[src/rtl/div_seq_unit_pkg.sv]
// rtl/div_seq_unit_pkg.sv - shared handshake state encoding and size defaults for the DIV unit
package div_seq_unit_pkg;

    localparam int DEF_WIDTH = 32;
    localparam int DEF_CNT_W = 6;

    // The control unit's DIV wait states decode these same values.
    typedef enum logic [1:0] {
        IDLE = 2'd0,
        RUN  = 2'd1,
        FIX  = 2'd2,
        DONE = 2'd3
    } div_state_t;

endpackage

[src/rtl/div_seq_unit_if.sv]
// rtl/div_seq_unit_if.sv - DIV request/response bundle between control unit and divider
interface div_seq_unit_if
    import div_seq_unit_pkg::*;
#(
    parameter int WIDTH = DEF_WIDTH
);

    logic             start;
    logic [WIDTH-1:0] dividend;
    logic [WIDTH-1:0] divisor;
    logic             busy;
    logic             done;
    logic             div_zero;
    logic [WIDTH-1:0] hi;
    logic [WIDTH-1:0] lo;

    modport master (
        output start,
        output dividend,
        output divisor,
        input  busy,
        input  done,
        input  div_zero,
        input  hi,
        input  lo
    );

    modport slave (
        input  start,
        input  dividend,
        input  divisor,
        output busy,
        output done,
        output div_zero,
        output hi,
        output lo
    );

endinterface

[src/rtl/abs_neg_32.sv]
// rtl/abs_neg_32.sv - conditional two's-complement negate for magnitudes and result sign fix
module abs_neg_32 #(
    parameter int WIDTH = 32
) (
    input  logic [WIDTH-1:0] value,
    input  logic             neg,
    output logic [WIDTH-1:0] result
);

    always_comb begin
        result = neg ? (~value + WIDTH'(1)) : value;
    end

endmodule

[src/rtl/div_seq_unit.sv]
// rtl/div_seq_unit.sv - multicycle signed restoring divider: quotient to LO, remainder to HI
module div_seq_unit
    import div_seq_unit_pkg::*;
#(
    parameter int WIDTH = DEF_WIDTH,
    parameter int CNT_W = DEF_CNT_W
) (
    input  logic          clk,
    input  logic          reset,
    div_seq_unit_if.slave bus
);

    div_state_t       state;
    div_state_t       next_state;

    logic [WIDTH-1:0] rem;
    logic [WIDTH-1:0] quo;
    logic [WIDTH-1:0] dvs;
    logic [WIDTH-1:0] hi_q;
    logic [WIDTH-1:0] lo_q;
    logic [CNT_W-1:0] cnt;
    logic             sign_q;
    logic             sign_r;
    logic             dz_q;

    logic [WIDTH-1:0] abs_a;
    logic [WIDTH-1:0] abs_b;
    logic [WIDTH-1:0] fix_quo;
    logic [WIDTH-1:0] fix_rem;
    logic [WIDTH:0]   rem_sh;
    logic [WIDTH:0]   trial;
    logic             b_zero;
    logic             accept;

    abs_neg_32 #(.WIDTH(WIDTH)) u_abs_a (
        .value  (bus.dividend),
        .neg    (bus.dividend[WIDTH-1]),
        .result (abs_a)
    );

    abs_neg_32 #(.WIDTH(WIDTH)) u_abs_b (
        .value  (bus.divisor),
        .neg    (bus.divisor[WIDTH-1]),
        .result (abs_b)
    );

    abs_neg_32 #(.WIDTH(WIDTH)) u_fix_quo (
        .value  (quo),
        .neg    (sign_q),
        .result (fix_quo)
    );

    abs_neg_32 #(.WIDTH(WIDTH)) u_fix_rem (
        .value  (rem),
        .neg    (sign_r),
        .result (fix_rem)
    );

    // The extra top bit makes the trial subtraction's sign the restore decision.
    always_comb begin
        b_zero = (bus.divisor == '0);
        accept = (state == IDLE) && bus.start;
        rem_sh = {rem, quo[WIDTH-1]};
        trial  = rem_sh - {1'b0, dvs};
    end

    always_ff @(posedge clk or negedge reset) begin
        if (!reset) begin
            state <= IDLE;
        end else begin
            state <= next_state;
        end
    end

    always_comb begin
        next_state = state;
        case (state)
            IDLE: begin
                if (bus.start) begin
                    next_state = b_zero ? DONE : RUN;
                end
            end
            RUN: begin
                if (cnt == CNT_W'(1)) begin
                    next_state = FIX;
                end
            end
            FIX:     next_state = DONE;
            DONE:    next_state = IDLE;
            default: next_state = IDLE;
        endcase
    end

    always_ff @(posedge clk or negedge reset) begin
        if (!reset) begin
            rem    <= '0;
            quo    <= '0;
            dvs    <= '0;
            hi_q   <= '0;
            lo_q   <= '0;
            cnt    <= '0;
            sign_q <= 1'b0;
            sign_r <= 1'b0;
            dz_q   <= 1'b0;
        end else begin
            if (accept) begin
                dz_q <= b_zero;
                if (!b_zero) begin
                    quo    <= abs_a;
                    dvs    <= abs_b;
                    rem    <= '0;
                    sign_q <= bus.dividend[WIDTH-1] ^ bus.divisor[WIDTH-1];
                    sign_r <= bus.dividend[WIDTH-1];
                    cnt    <= CNT_W'(WIDTH);
                end
            end

            if (state == RUN) begin
                quo <= {quo[WIDTH-2:0], ~trial[WIDTH]};
                rem <= trial[WIDTH] ? rem_sh[WIDTH-1:0] : trial[WIDTH-1:0];
                cnt <= cnt - CNT_W'(1);
            end

            if (state == FIX) begin
                lo_q <= fix_quo;
                hi_q <= fix_rem;
            end
        end
    end

    always_comb begin
        bus.busy     = (state == RUN) || (state == FIX);
        bus.done     = (state == DONE);
        bus.div_zero = dz_q;
        bus.hi       = hi_q;
        bus.lo       = lo_q;
    end

endmodule

[src/flat_wrapper.sv]
// flat-port wrapper written by rule: the top's interface ports become plain ports
module div_seq_unit_flat import div_seq_unit_pkg::*;
#(
    parameter int WIDTH = DEF_WIDTH,
    parameter int CNT_W = DEF_CNT_W
)
  (clk, reset, bus_start, bus_dividend, bus_divisor, bus_busy, bus_done, bus_div_zero, bus_hi, bus_lo);
  div_seq_unit_if #(.WIDTH(WIDTH)) bus_i ();
  input  logic clk;
  input  logic reset;
  input wire logic [$bits(bus_i.start)-1:0] bus_start;
  input wire logic [$bits(bus_i.dividend)-1:0] bus_dividend;
  input wire logic [$bits(bus_i.divisor)-1:0] bus_divisor;
  output wire logic [$bits(bus_i.busy)-1:0] bus_busy;
  output wire logic [$bits(bus_i.done)-1:0] bus_done;
  output wire logic [$bits(bus_i.div_zero)-1:0] bus_div_zero;
  output wire logic [$bits(bus_i.hi)-1:0] bus_hi;
  output wire logic [$bits(bus_i.lo)-1:0] bus_lo;
  assign bus_i.start = bus_start;
  assign bus_i.dividend = bus_dividend;
  assign bus_i.divisor = bus_divisor;
  assign bus_busy = bus_i.busy;
  assign bus_done = bus_i.done;
  assign bus_div_zero = bus_i.div_zero;
  assign bus_hi = bus_i.hi;
  assign bus_lo = bus_i.lo;
  div_seq_unit #(.WIDTH(WIDTH), .CNT_W(CNT_W)) u_core (.clk(clk), .reset(reset), .bus(bus_i));
endmodule
[config.mk]
export PLATFORM = sky130hd
export DESIGN_NAME = div_seq_unit_flat
export DESIGN_NICKNAME = d
export VERILOG_FILES = /design/src/rtl/div_seq_unit_pkg.sv /design/src/rtl/div_seq_unit_if.sv /design/src/rtl/abs_neg_32.sv /design/src/rtl/div_seq_unit.sv /design/src/flat_wrapper.sv
export SDC_FILE = /design/constraint.sdc
export NUM_CORES = 1
export LEC_CHECK = 0
export BUFFER_PORTS_ARGS = -buffer_cell sky130_fd_sc_hd__buf_2
export CORE_MARGIN = 2
export CORE_UTILIZATION = 55
export DETAILED_ROUTE_END_ITERATION = 8
export PLACE_DENSITY = 0.76
export SLEW_MARGIN = 20
export SYNTH_ARGS = -nofsm -noshare
export SYNTH_HDL_FRONTEND = slang
export SYNTH_SLANG_ARGS = --single-unit
[constraint.sdc]
create_clock -name clk -period 6 [get_ports clk]
set_clock_uncertainty 0.15 [all_clocks]
set_input_delay 0.9 -clock clk [delete_from_list [all_inputs] [get_ports clk]]
set_output_delay 0.9 -clock clk [all_outputs]
set_load 0.05 [all_outputs]
# Yosys cells after proc, flatten, opt, wreduce, memory -nomap -nowiden

Cells that the tools add are included.

Input port bits: 67
Logic and storage cells: 56
Register bits after elaboration: 171
Output and inout port bits: 67

Add/subtract/negate cells: 6
Mux-type cells: 18
Equality and inequality tests: 7
Bitwise gates (word level): 7
Reductions and logical operators: 8

Operators by type and width:

| kind                                                 | number |
|---|---|
| 2-to-1 mux 32 bit                                    | 11 |
| adder 32 x 1 -> 32 bit (second input constant)       | 4 |
| inverter 32 bit                                      | 4 |
| subtractor 33 x 32 -> 33 bit                         | 1 |
| logical NOT 32 bit                                   | 1 |
| 2-to-1 mux 6 bit                                     | 3 |
| one-hot mux 2 bit (4 select lines)                   | 1 |
| equality test 6 x 1 -> 1 bit (second input constant) | 1 |
| 2-to-1 mux 2 bit                                     | 3 |
| AND reduction 2 bit                                  | 3 |
| subtractor 6 x 1 -> 6 bit (second input constant)    | 1 |
| equality test 2 bit (second input constant)          | 2 |
| != test 2 bit (second input constant)                | 2 |
| equality test 2 x 1 -> 1 bit (second input constant) | 1 |
| logical NOT 2 bit                                    | 1 |
| != test 2 x 1 -> 1 bit (second input constant)       | 1 |
| inverter 1 bit                                       | 2 |
| nonzero test 2 bit                                   | 1 |
| logical AND 1 bit                                    | 1 |
| logical OR 1 bit                                     | 1 |
| XOR 1 bit                                            | 1 |

# Logic depth before layout (Yosys ltp)

Gate-level depths: netlist of the first run.

Word-level depth: 6
Depth in mapped cells: 12
Gate-level depth less buffers: 11

# By module

From an unflattened synthesis of the first run, not the netlist that was laid out.

Cell total of the unflattened synthesis: 1220
Area total of the unflattened synthesis: 12090.3 sq um

By module, submodules not included:

| module       | instances | area each (sq um) | sequential area each (sq um) | cells an instance |
|---|---|---|---|---|
| div_seq_unit | 1         | 8982.4            | 4279.1                       | 824 |
| abs_neg_32   | 4         | 777.0             | 0.0                          | 99 |

# Worst setup path after synthesis of the first run

Ideal clock, no wire load.

Path kind: input-to-reg
From: input port bus_divisor[7]
To: register u_core.dvs[23]
Slack: 2557 ps
Stages on the path: 8
Library setup time: 137 ps
Arrival time: 3157 ps
Cells stage by stage: or4_1 -> nor4bb_1 -> nand4_1 -> or3_1 -> nand2_1 -> clkbuf_1 -> buf_1 -> o21ai_0

Word-level cells in the longest chain between the ends: 3

RTL lines:

| element                                                  | RTL line                             | text |
|---|---|---|
| from (decl)                                              | flat_wrapper.sv:13                   | `input wire logic [$bits(bus_i.divisor)-1:0] bus_divisor;` |
| inverter 32 bit or logical NOT 32 bit (tied branches)    | abs_neg_32.sv:11, div_seq_unit.sv:61 |  |
| adder 32 x 1 -> 32 bit or inverter 1 bit (tied branches) | --                                   |  |
| 2-to-1 mux 32 bit or AND reduction 2 bit (tied branches) | --                                   |  |
| to (signal assigned)                                     | div_seq_unit.sv:110                  | `dvs <= abs_b;` |
| to (decl)                                                | div_seq_unit.sv:18                   | `logic [WIDTH-1:0] dvs;` |

Several ways; a longest one is shown, not always the timed one.
A chain may end at the register's enable or synchronous reset.

# Worst setup path after layout of the first run

From: register u_core.quo[31]
To: register u_core.rem[22]

Word-level cells in the longest chain between the ends: 3

RTL lines:

| element                      | RTL line            | text |
|---|---|---|
| from (decl)                  | div_seq_unit.sv:17  | `logic [WIDTH-1:0] quo;` |
| from (signal assigned)       | div_seq_unit.sv:109 | `quo <= abs_a;` |
| from (signal assigned)       | div_seq_unit.sv:119 | `quo <= {quo[WIDTH-2:0], ~trial[WIDTH]};` |
| subtractor 33 x 32 -> 33 bit | div_seq_unit.sv:64  | `trial = rem_sh - {1'b0, dvs};` |
| 2-to-1 mux 32 bit            | div_seq_unit.sv:120 | `rem <= trial[WIDTH] ? rem_sh[WIDTH-1:0] : trial[WIDTH-1:0];` |
| 2-to-1 mux 32 bit            | div_seq_unit.sv:118 | `if (state == RUN) begin` |
| to (signal assigned)         | div_seq_unit.sv:120 |  |
| to (decl)                    | div_seq_unit.sv:16  | `logic [WIDTH-1:0] rem;` |

No other way between the ends.

==> results of run 1 <==
## final cells by class
type | instances | area share (%)
multi-input cells | 1058 | 51.9
flip-flops and latches | 171 | 33.4
repair buffers | 141 | 5.81
clock buffers | 17 | 3.32
well taps | 270 | 2.64
inverters | 59 | 1.73
clock inverters | 15 | 1.20
diodes | 1 | 0.0195
## power by group
part | total (uW) | switching [uW] | internal [uW]
Clock | 1080 | 527 | 554
Sequential | 2270 | 568 | 1700
Combinational | 4870 | 3180 | 1690
## flip-flops by register name, summed over array words and instances, names as in the netlist, 2 cells and up
name,count
u_core.bus.hi,32
u_core.bus.lo,32
u_core.cnt,6
u_core.dvs,32
u_core.quo,32
u_core.rem,32
u_core.state,2
## cells in the final DEF (no fill, tap or decap), types with 8 or more instances in the layout
master     synthesis  routed
dfrtp_1          171     171
nand2_1          161     160
o21ai_0          133     133
buf_2              1     132
nor2_1           118     118
a21oi_1          118     118
xor2_1           104     104
inv_1             58      58
nand3_1           42      42
ha_1              43      41
o31ai_1           37      37
xnor2_1           37      37
or3_1             24      24
mux2i_1           23      23
o41ai_1           19      19
nor3_1            18      18
clkbuf_16          0      17
or4_1             15      15
a21o_1            13      13
nor4_1            10      10
a31oi_1           10      10
o221ai_1          10      10
a211oi_1          10       9
nand2b_1           8       8
o211ai_1           8       8
## critical path: stages, from the launching register on
cell and delay (ns):
dfrtp_1 0.35, inv_1 0.08, ha_1 0.21, fa_1 0.39, nand2b_1 0.20, a21oi_1 0.29, o21ai_1 0.22, a211o_1 0.34
and2_1 0.23, a211oi_4 0.78, buf_4 0.34, o22ai_1 0.09, a31o_2 0.25
## kinds of logic (layout without fill, tap and decap cells)
| logic type | Yosys count | after routing | synth area share [%] |
|---|---|---|---|
| adders and majority gates | 44 | 44 | 4.90 |
| and+or+nand+nor | 446 | 446 | 18.3 |
| buffers and inverters | 132 | 232 | 4.36 |
| muxes | 26 | 26 | 2.32 |
| xor gates and xnor gates | 141 | 141 | 10.8 |
| other | 0 | 1 | 0 |
| DFF | 171 | 171 | 37.6 |
| AOI/OAI and AO/OA | 401 | 401 | 21.6 |
## layer usage
layer  global-route usage, %  share of wire (%)  routed length, um  vias up
li1                        -                  -                  -     5028
met1                    39.9                 49              13700     4767
met2                    38.8                 43              12100      340
met3                    4.88                6.8               1910       29
met4                    6.24                1.3                373        0
met5                       0                  0                  0        -
## worst max-delay path by stage
stage / end / cells after the start
floorplan: u_core.dvs[23] / 8
finish: u_core.rem[22] / 12
global placement: u_core.rem[21] / 10
CTS: u_core.rem[22] / 12
global route: u_core.rem[28] / 12
detailed placement: u_core.rem[21] / 10
## per-stage QoR
step | worst slack [ns] | hold slack, ns | power [uW]
4_1_cts | 2.03 | 0.329 | 8200
2_1_floorplan | 2.56 | 0.295 | 5930
6_report | 1.98 | 0.325 | 8220
5_1_grt | 1.73 | 0.350 | 8900
3_5_place_dp | 1.80 | 0.319 | 7090
3_3_place_gp | 1.87 | 0.307 | 6990
==> out/qor.csv, run 1 <==
metric,value,unit
clk root buf,clkbuf_16,
worst hold path class,reg2reg,
port bufs,133,
routed wire length,28.1,mm
min-delay src,u_core.cnt[5],
Commonest cells post-synth,"dfrtp_1 (171), nand2_1 (161), o21ai_0 (133)",
gpl congestion,0.898,
DR pass1 iterations,5,
top-count cell post-synth,dfrtp_1,
Hold Buf Count CTS,0,
clock latency on the worst-skew pair,0.43,ns
R2R Path End,u_core.rem[22],
"Reg clk slew, reported paths",0.07,ns
"Distinct cells, synth",64,
die width,148,um
Resize count post-CTS,0,
critical path class,reg2reg,
Critical R2R Launch,u_core.quo[31],
Synth Flop Type,dfrtp_1,
Max clock buf depth,2,
Via density,5.87,
global route overflow,0,
Hold Path End,u_core.cnt[5],
DRC viols,0,
Starting DRT DRC Count,737,
CP Max Fanout,17,
synth-to-layout area growth,12.5,%
antenna violations before repair,1,
Area contributors post-synth,"dfrtp_1 (38%), xor2_1 (8.0%), o21ai_0 (5.8%)",
startpoint types,register,
WP data required,6.17,ns
Synth Cell Area,0.0114,mm2
vias,10200,
top cell type's share of synthesized area,37.6,%
Lkg Pwr,0.00567,uW
period utilization,67.0,%
Initial Utilization,56.1,%
syn nets,1472,
setup_tns,0,ns
"reg-to-reg slack, setup",1.98,ns
Routed Antenna Nets,0,
Nets,1559,
critical path capture point type,register,
Avg WL per Cell,16.2,um
PwrDens,642,mW/mm2
gr usage total,26.2,%
"Min Clock Period, post-route",4.02,ns
setup repair after global routing missed its margin,no,
Final Slew Violations,0,
vias in the first global route,9356,
TritonCTS buffer count,17,
clk sink count,171,
Reg2Reg Depth,12,
Final Hold Fails,0,
Cells on Worst Hold Path,1,
CP startpoint,u_core.quo[31],
fillers,1753,
largest area contributor in the netlist,dfrtp_1,
Register Area,0.00428,mm2
CTS tree,yes,
number of synthesized flops with an enable pin,0,
Setup Viol. Count Final,0,
Cells after Synth,1361,
critical path arrival,4.19,ns
Top Ports,134,
placed insts,1699,
max cap viols,0,
Slew HR,30.9,%
first-pass GRT wire length,46.6,mm
asr flop ratio synth,100,%
DP Area,0.0122,mm2
outcome,finished clean,
share of post-route cells with drive strength above 1,13.6,%
"Avg Cell Area, Syn",8.37,um2
yosys warns,0,
final instance area,0.0128,mm2
maximum VDD drop,0.294,mV
largest net degree at the start of global routing,172,
HPWL after detailed placement,20.4,mm
total core area,0.0203,mm2
Final Non-Filler Cells,1732,
die span in y,148,um
H-tree Lvls,4,
post-CTS setup buffers,0,
fmax,0.249,GHz
measured slew at the worst slew-check pin,1.04,ns
Die ar.,0.0219,mm2
post-layout util,63.1,%
sequential-to-total area share from yosys stat,37.6,%
Synth Register Bits,171,
area occupied by multi-input gates,0.00664,mm2
num rows,52,
No activity file was read; power rests on OpenSTA's default activity.
==> inputs of run 2 (changes only) <==
--- a/config.mk
+++ b/config.mk
@@ -7,9 +7,9 @@
 export LEC_CHECK = 0
 export BUFFER_PORTS_ARGS = -buffer_cell sky130_fd_sc_hd__buf_2
 export CORE_MARGIN = 2
-export CORE_UTILIZATION = 55
+export CORE_UTILIZATION = 54
 export DETAILED_ROUTE_END_ITERATION = 8
-export PLACE_DENSITY = 0.76
+export PLACE_DENSITY = 0.78
 export SLEW_MARGIN = 20
 export SYNTH_ARGS = -nofsm -noshare
 export SYNTH_HDL_FRONTEND = slang
==> constraint.sdc (replaced) <==
create_clock -name clk -period 3.58 [get_ports clk]
set_clock_uncertainty 0.15 [all_clocks]
set_input_delay 0.537 -clock clk [delete_from_list [all_inputs] [get_ports clk]]
set_output_delay 0.537 -clock clk [all_outputs]
set_load 0.05 [all_outputs]
==> run 2 against run 1 <==
Sequential power rose by 63%. Routed wire length increased by 3.0%. Largest power group unchanged. Largest cell class unchanged. Critical path type unchanged. Critical endpoint is now u_core.rem[24]. Highest routed layer unchanged. Via count grew 2.1%. First-iteration DRC count grew 38%.
==> out/qor.csv, run 2 (synthesized netlist as in run 1, its figures left out) <==
metric,value,unit,change
outcome,finished clean,,unchanged
Final WS setup,0.114,ns,was 1.98 ns
Starting DRT DRC Count,1014,,was 737
DRC viols,0,,unchanged
die width,149,um,was 148 um
die span in y,149,um,was 148 um
Lkg Pwr,0.00592,uW,was 0.00567 uW
total core area,0.0209,mm2,was 0.0203 mm2
share of power burned in registers,25.8,%,was 27.6%
maximum VDD drop,0.460,mV,was 0.294 mV
antenna violations before repair,0,,was 1
gr usage total,26.1,%,was 26.2%
Switch Pwr,7260,uW,was 4270 uW
largest net degree at the start of global routing,105,,was 172
TritonCTS buffer count,17,,unchanged
Via density,5.83,,was 5.87
critical path arrival,3.67,ns,was 4.19 ns
Die ar.,0.0223,mm2,was 0.0219 mm2
clk sink count,171,,unchanged
"commonest non-fill, non-tap cell in the layout",dfrtp_1,,unchanged
Routed Antenna Nets,0,,unchanged
antenna cell count,0,,was 1
measured slew at the worst slew-check pin,0.956,ns,was 1.04 ns
critical path class,reg2reg,,unchanged
Slew HR,36.3,%,was 30.9%
clk root buf,clkbuf_16,,unchanged
Top Ports,134,,unchanged
share of post-route cells with drive strength above 1,16.1,%,was 13.6%
fmax,0.289,GHz,was 0.249 GHz
Switching Fraction,50.6,%,was 52.0%
Pint,7100,uW,was 3940 uW
gpl congestion,0.945,,was 0.898
global route overflow,0,,unchanged
Initial Utilization,54.5,%,was 56.1%
"Reg clk slew, reported paths",0.07,ns,about the same
clock network fraction of design power,13.8,%,was 13.2%
H-tree Lvls,4,,unchanged
first-pass GRT wire length,46.7,mm,was 46.6 mm
port bufs,133,,unchanged
startpoint types,register,,unchanged
clock latency on the worst-skew pair,0.44,ns,was 0.43 ns
routed wire length,29.0,mm,was 28.1 mm
"Min Clock Period, post-route",3.47,ns,was 4.02 ns
critical path capture point type,register,,unchanged
Final Non-Filler Cells,1780,,was 1732
period utilization,96.8,%,was 67.0%
CP Max Fanout,3,,was 17
Final Slew Violations,0,,unchanged
placed insts,1746,,was 1699
Nets,1603,,was 1559
Combinational Power Share,60.4,%,was 59.2%
Setup Viol. Count Final,0,,unchanged
Avg WL per Cell,16.3,um,was 16.2 um
pre-CTS WS,0.0469,ns,was 1.80 ns
synth-to-layout area growth,16.2,%,was 12.5%
max cap viols,0,,unchanged
setup_tns,0,ns,unchanged
DR pass1 iterations,6,,was 5
CTS tree,yes,,unchanged
setup repair after global routing missed its margin,no,,unchanged
HPWL after detailed placement,21.5,mm,was 20.4 mm
most frequent cells in the layout,"dfrtp_1 (171), nand2_1 (160), o21ai_0 (133)",,unchanged
num rows,53,,was 52
worst hold path class,in2reg,,was reg2reg
vias,10400,,was 10200
PwrDens,1080,mW/mm2,was 642 mW/mm2
Final Hold Fails,0,,unchanged
WP data required,3.78,ns,was 6.17 ns
Max clock buf depth,2,,unchanged
vias in the first global route,9270,,was 9356
run 2: changes by cell type in the layout (fill, tap and decap cells not counted), moves of 2 or more:
cell | previous run | this run
bufinv_16 | 0 | 3
buf_12 | 1 | 4
clkinv_8 | 3 | 1
buf_4 | 7 | 47
clkinvlp_4 | 1 | 3
run 2: repair_timing:
item,4_1_cts,5_1_grt
endpoints found under the hold margin,67,0
setup buffers,0,1
endpoints found under the setup margin,0,10
resized for setup,0,1
hold buffers,1,0
run 2: final cells by class:
class	instances	area (um2)
clock buffers	17	425
clock inverters	15	204
fillers	1780	7650
inverters	59	221
multi-input cells	1058	6650
flip-flops and latches	171	4280
well taps	275	344
repair buffers	185	1110
run 2: metrics by stage:
step           instance area [um2]  power (uW)  hold slack (ns)  utilization [%]
4_1_cts                      13200       14300            0.261             63.3
6_report                     13200       14400            0.258             63.4
2_1_floorplan                11400        9940           0.0914                -
5_1_grt                      13200       15400            0.272             63.4
3_5_place_dp                 12600       12300            0.324             60.2
3_3_place_gp                 12600       12100            0.308             60.2
run 2: worst max-delay path: stages (launching register included):
cell	delay [ns]
dfrtp_1	0.35
inv_1	0.09
ha_1	0.22
fa_1	0.39
nand2b_1	0.21
a21oi_2	0.21
o21ai_1	0.14
a211o_1	0.31
and2_1	0.23
a2111o_1	0.41
or4_1	0.56
o211ai_1	0.11
run 2: power groups by stage:
stage / Clock (uW) / Sequential, uW / Combinational [uW]
2_1_floorplan: 0 / 4760 / 5170
3_5_place_dp: 0 / 3720 / 8540
3_3_place_gp: 0 / 3670 / 8420
6_report: 1990 / 3700 / 8670
4_1_cts: 2000 / 3690 / 8610
5_1_grt: 2100 / 3820 / 9510
run 2: worst paths after layout:
check	from	endpoint	slack, ns	depth (start not counted)
max	u_core.quo[31]	u_core.rem[24]	0.11	11
min	bus_divisor[27]	u_core.dvs[27]	0.26	3
max reg2reg	u_core.quo[31]	u_core.rem[24]	0.11	11
min reg2reg	u_core.dvs[24]	u_core.dvs[24]	0.33	2
max in group asynchronous	reset	u_core.bus.lo[27]	1.90	3
min in group asynchronous	reset	u_core.dvs[24]	0.51	2
run 2: routing by layer:
layer / share of wire [%] / global-route usage, % / routed length (um) / vias up
met5: 0 / 0 / 0 / -
met4: 1.8 / 7.00 / 534 / 0
met2: 44 / 38.5 / 12600 / 349
met1: 48 / 39.9 / 13800 / 4871
li1: - / - / - / 5113
met3: 7.0 / 4.10 / 2020 / 42
==> inputs of run 3 (changes only) <==
--- a/config.mk
+++ b/config.mk
@@ -10,6 +10,7 @@
 export CORE_UTILIZATION = 54
 export DETAILED_ROUTE_END_ITERATION = 8
 export PLACE_DENSITY = 0.78
+export REMOVE_ABC_BUFFERS = 1
 export SLEW_MARGIN = 20
 export SYNTH_ARGS = -nofsm -noshare
 export SYNTH_HDL_FRONTEND = slang
==> run 3 against run 2 <==
Final area decreased by 1.1%. Combinational power down 0.8%. Die area unchanged. Clock power shrank 11%. Hold slack gained 0.018 ns. Via count up 0.11%. Count of clock-buffer cells in the layout up 2. Critical path depth decreased by 3. Global-route usage rose by 0.92 points.
==> out/qor.csv, run 3 (synthesized netlist as in run 1, its figures left out) <==
metric,value,unit,change
"reg-to-reg slack, setup",0.15,ns,was 0.11 ns
"Reg clk slew, reported paths",0.07,ns,about the same
die span in y,149,um,unchanged
num rows,53,,unchanged
Max clock buf depth,2,,unchanged
fmax,0.291,GHz,was 0.289 GHz
DRC viols,0,,unchanged
synth-to-layout area growth,14.9,%,was 16.2%
DR pass1 iterations,6,,unchanged
critical path arrival,3.56,ns,was 3.67 ns
min-delay src,bus_divisor[29],,was bus_divisor[27]
routed wire length,29.7,mm,was 29.0 mm
TritonCTS buffer count,17,,unchanged
"CP delay by family, top",simple AND/OR/NAND/NOR gates,,was compound AO/OA/AOI/OAI gates
outcome,finished clean,,unchanged
"Slowest-stage cell, CP",or4_1,,unchanged
die width,149,um,unchanged
post-CTS setup buffers,0,,unchanged
wl on met1,13.4,mm,was 13.8 mm
WP data required,3.71,ns,was 3.78 ns
Nets,1592,,was 1603
Final Hold Fails,0,,unchanged
Via density,5.87,,was 5.83
CP max stage delay,0.59,ns,was 0.56 ns
CP Max Fanout,5,,was 3
critical path class,reg2reg,,unchanged
largest net degree at the start of global routing,87,,was 105
clk sink count,171,,unchanged
clock latency on the worst-skew pair,0.44,ns,about the same
"Min Clock Period, post-route",3.43,ns,was 3.47 ns
vias,10400,,about the same
Final Slew Violations,0,,unchanged
worst path cell trace,"or4_1, or3_1, or4_4, or3_4, or3_4, o31ai_4, xor2_1, a21oi_1",,"was inv_1, ha_1, fa_1, nand2b_1, a21oi_2, o21ai_1, a211o_1, and2_1, a2111o_1, or4_1, o211ai_1"
Reg2Reg Depth,8,,was 11
metal3 WL,1.41,mm,was 2.02 mm
Hold Path End,u_core.dvs[29],,was u_core.dvs[27]
startpoint types,register,,unchanged
Lkg Pwr,0.00583,uW,was 0.00592 uW
met2 WL,14.2,mm,was 12.6 mm
max cap viols,0,,unchanged
R2R Path End,u_core.bus.hi[31],,was u_core.rem[24]
Initial Utilization,54.5,%,unchanged
post-layout util,62.6,%,was 63.4%
"commonest non-fill, non-tap cell in the layout",dfrtp_1,,unchanged
Avg WL per Cell,16.8,um,was 16.3 um
gpl congestion,0.936,,was 0.945
antenna violations before repair,0,,unchanged
share of post-route cells with drive strength above 1,15.3,%,was 16.1%
H-tree Lvls,4,,unchanged
critical path capture point type,register,,unchanged
CTS tree,yes,,unchanged
Top Ports,134,,unchanged
Die ar.,0.0223,mm2,unchanged
global route overflow,0,,unchanged
worst hold path class,in2reg,,unchanged
Setup Viol. Count Final,0,,unchanged
Top Layer Used,met4,,unchanged
first-pass GRT wire length,48.4,mm,was 46.7 mm
hold slack final,0.276,ns,was 0.258 ns
measured slew at the worst slew-check pin,0.777,ns,was 0.956 ns
PwrDens,1080,mW/mm2,about the same
most frequent cells in the layout,"dfrtp_1 (170), nand2_1 (160), o21ai_0 (132), buf_2 (132)",,"was dfrtp_1 (171), nand2_1 (160), o21ai_0 (133)"
clk root buf,clkbuf_16,,unchanged
maximum VDD drop,0.675,mV,was 0.460 mV
Starting DRT DRC Count,749,,was 1014
Slew HR,48.2,%,was 36.3%
"most used cell, CP",or3_4,,
period utilization,95.9,%,was 96.8%
gr usage total,27.0,%,was 26.1%
HPWL after detailed placement,21.6,mm,was 21.5 mm
CP bufs+invs,0,,was 1
Cells on Worst Hold Path,3,,unchanged
vias in the first global route,9687,,was 9270
antenna cell count,0,,unchanged
port bufs,133,,unchanged
setup repair after global routing missed its margin,no,,unchanged
Critical R2R Launch,u_core.rem[5],,was u_core.quo[31]
Routed Antenna Nets,0,,unchanged
total core area,0.0209,mm2,unchanged
## run 3: where the power goes
group / internal, uW / switching [uW] / total [uW]
clock: 964 / 817 / 1780
combinational: 3040 / 5560 / 8600
sequential: 2860 / 833 / 3690
## run 3: cell type report
class	count	area, um2
Sequential cell	171	4280
Multi-Input combinational cell	1058	6640
Inverter	59	221
Timing Repair Buffer	174	1040
Tap cell	275	344
Fill cell	1840	7800
Clock buffer	19	433
Clock inverter	12	118
## run 3: per-stage QoR
stage,instances,total power [uW],setup WS [ns],cell area [um2],setup TNS [ns]
3_5_place_dp,1736,12200,0.105,12500,0
5_1_grt,1768,15100,0.0230,13100,0
2_1_floorplan,1288,9730,-2.24,11100,-70.48
3_3_place_gp,1736,12000,0.163,12500,0
6_report,1768,14100,0.148,13100,0
4_1_cts,1768,14100,0.101,13100,0
## run 3: timing repair
action	CTS	global route
gates resized for setup	0	1
endpoints found under the hold margin	49	0
hold buffers	1	0
setup endpoints to repair	0	1
## run 3: per-layer routing
layer / GRT usage (%) / vias up
met5: 0 / -
met4: 9.38 / 0
met3: 3.21 / 52
met2: 44.4 / 328
met1: 37.2 / 4919
li1: - / 5087
## run 3: how the worst max path moves through the flow
stage                         from                 to  slack (ns)  cells after the start
finish               u_core.rem[5]  u_core.bus.hi[31]        0.15                      8
detailed placement  bus_divisor[7]     u_core.quo[31]        0.11                     10
global placement    bus_divisor[7]     u_core.quo[31]        0.16                     10
global route        u_core.quo[31]      u_core.rem[0]        0.02                     12
floorplan           u_core.quo[31]      u_core.rem[3]       -2.24                     11
CTS                  u_core.rem[5]     u_core.rem[29]        0.10                      8
## run 3: tightest hold or removal path, stage by stage
cell and delay [ns]:
buf_2 0.10, xor2_1 0.06, o21ai_0 0.12
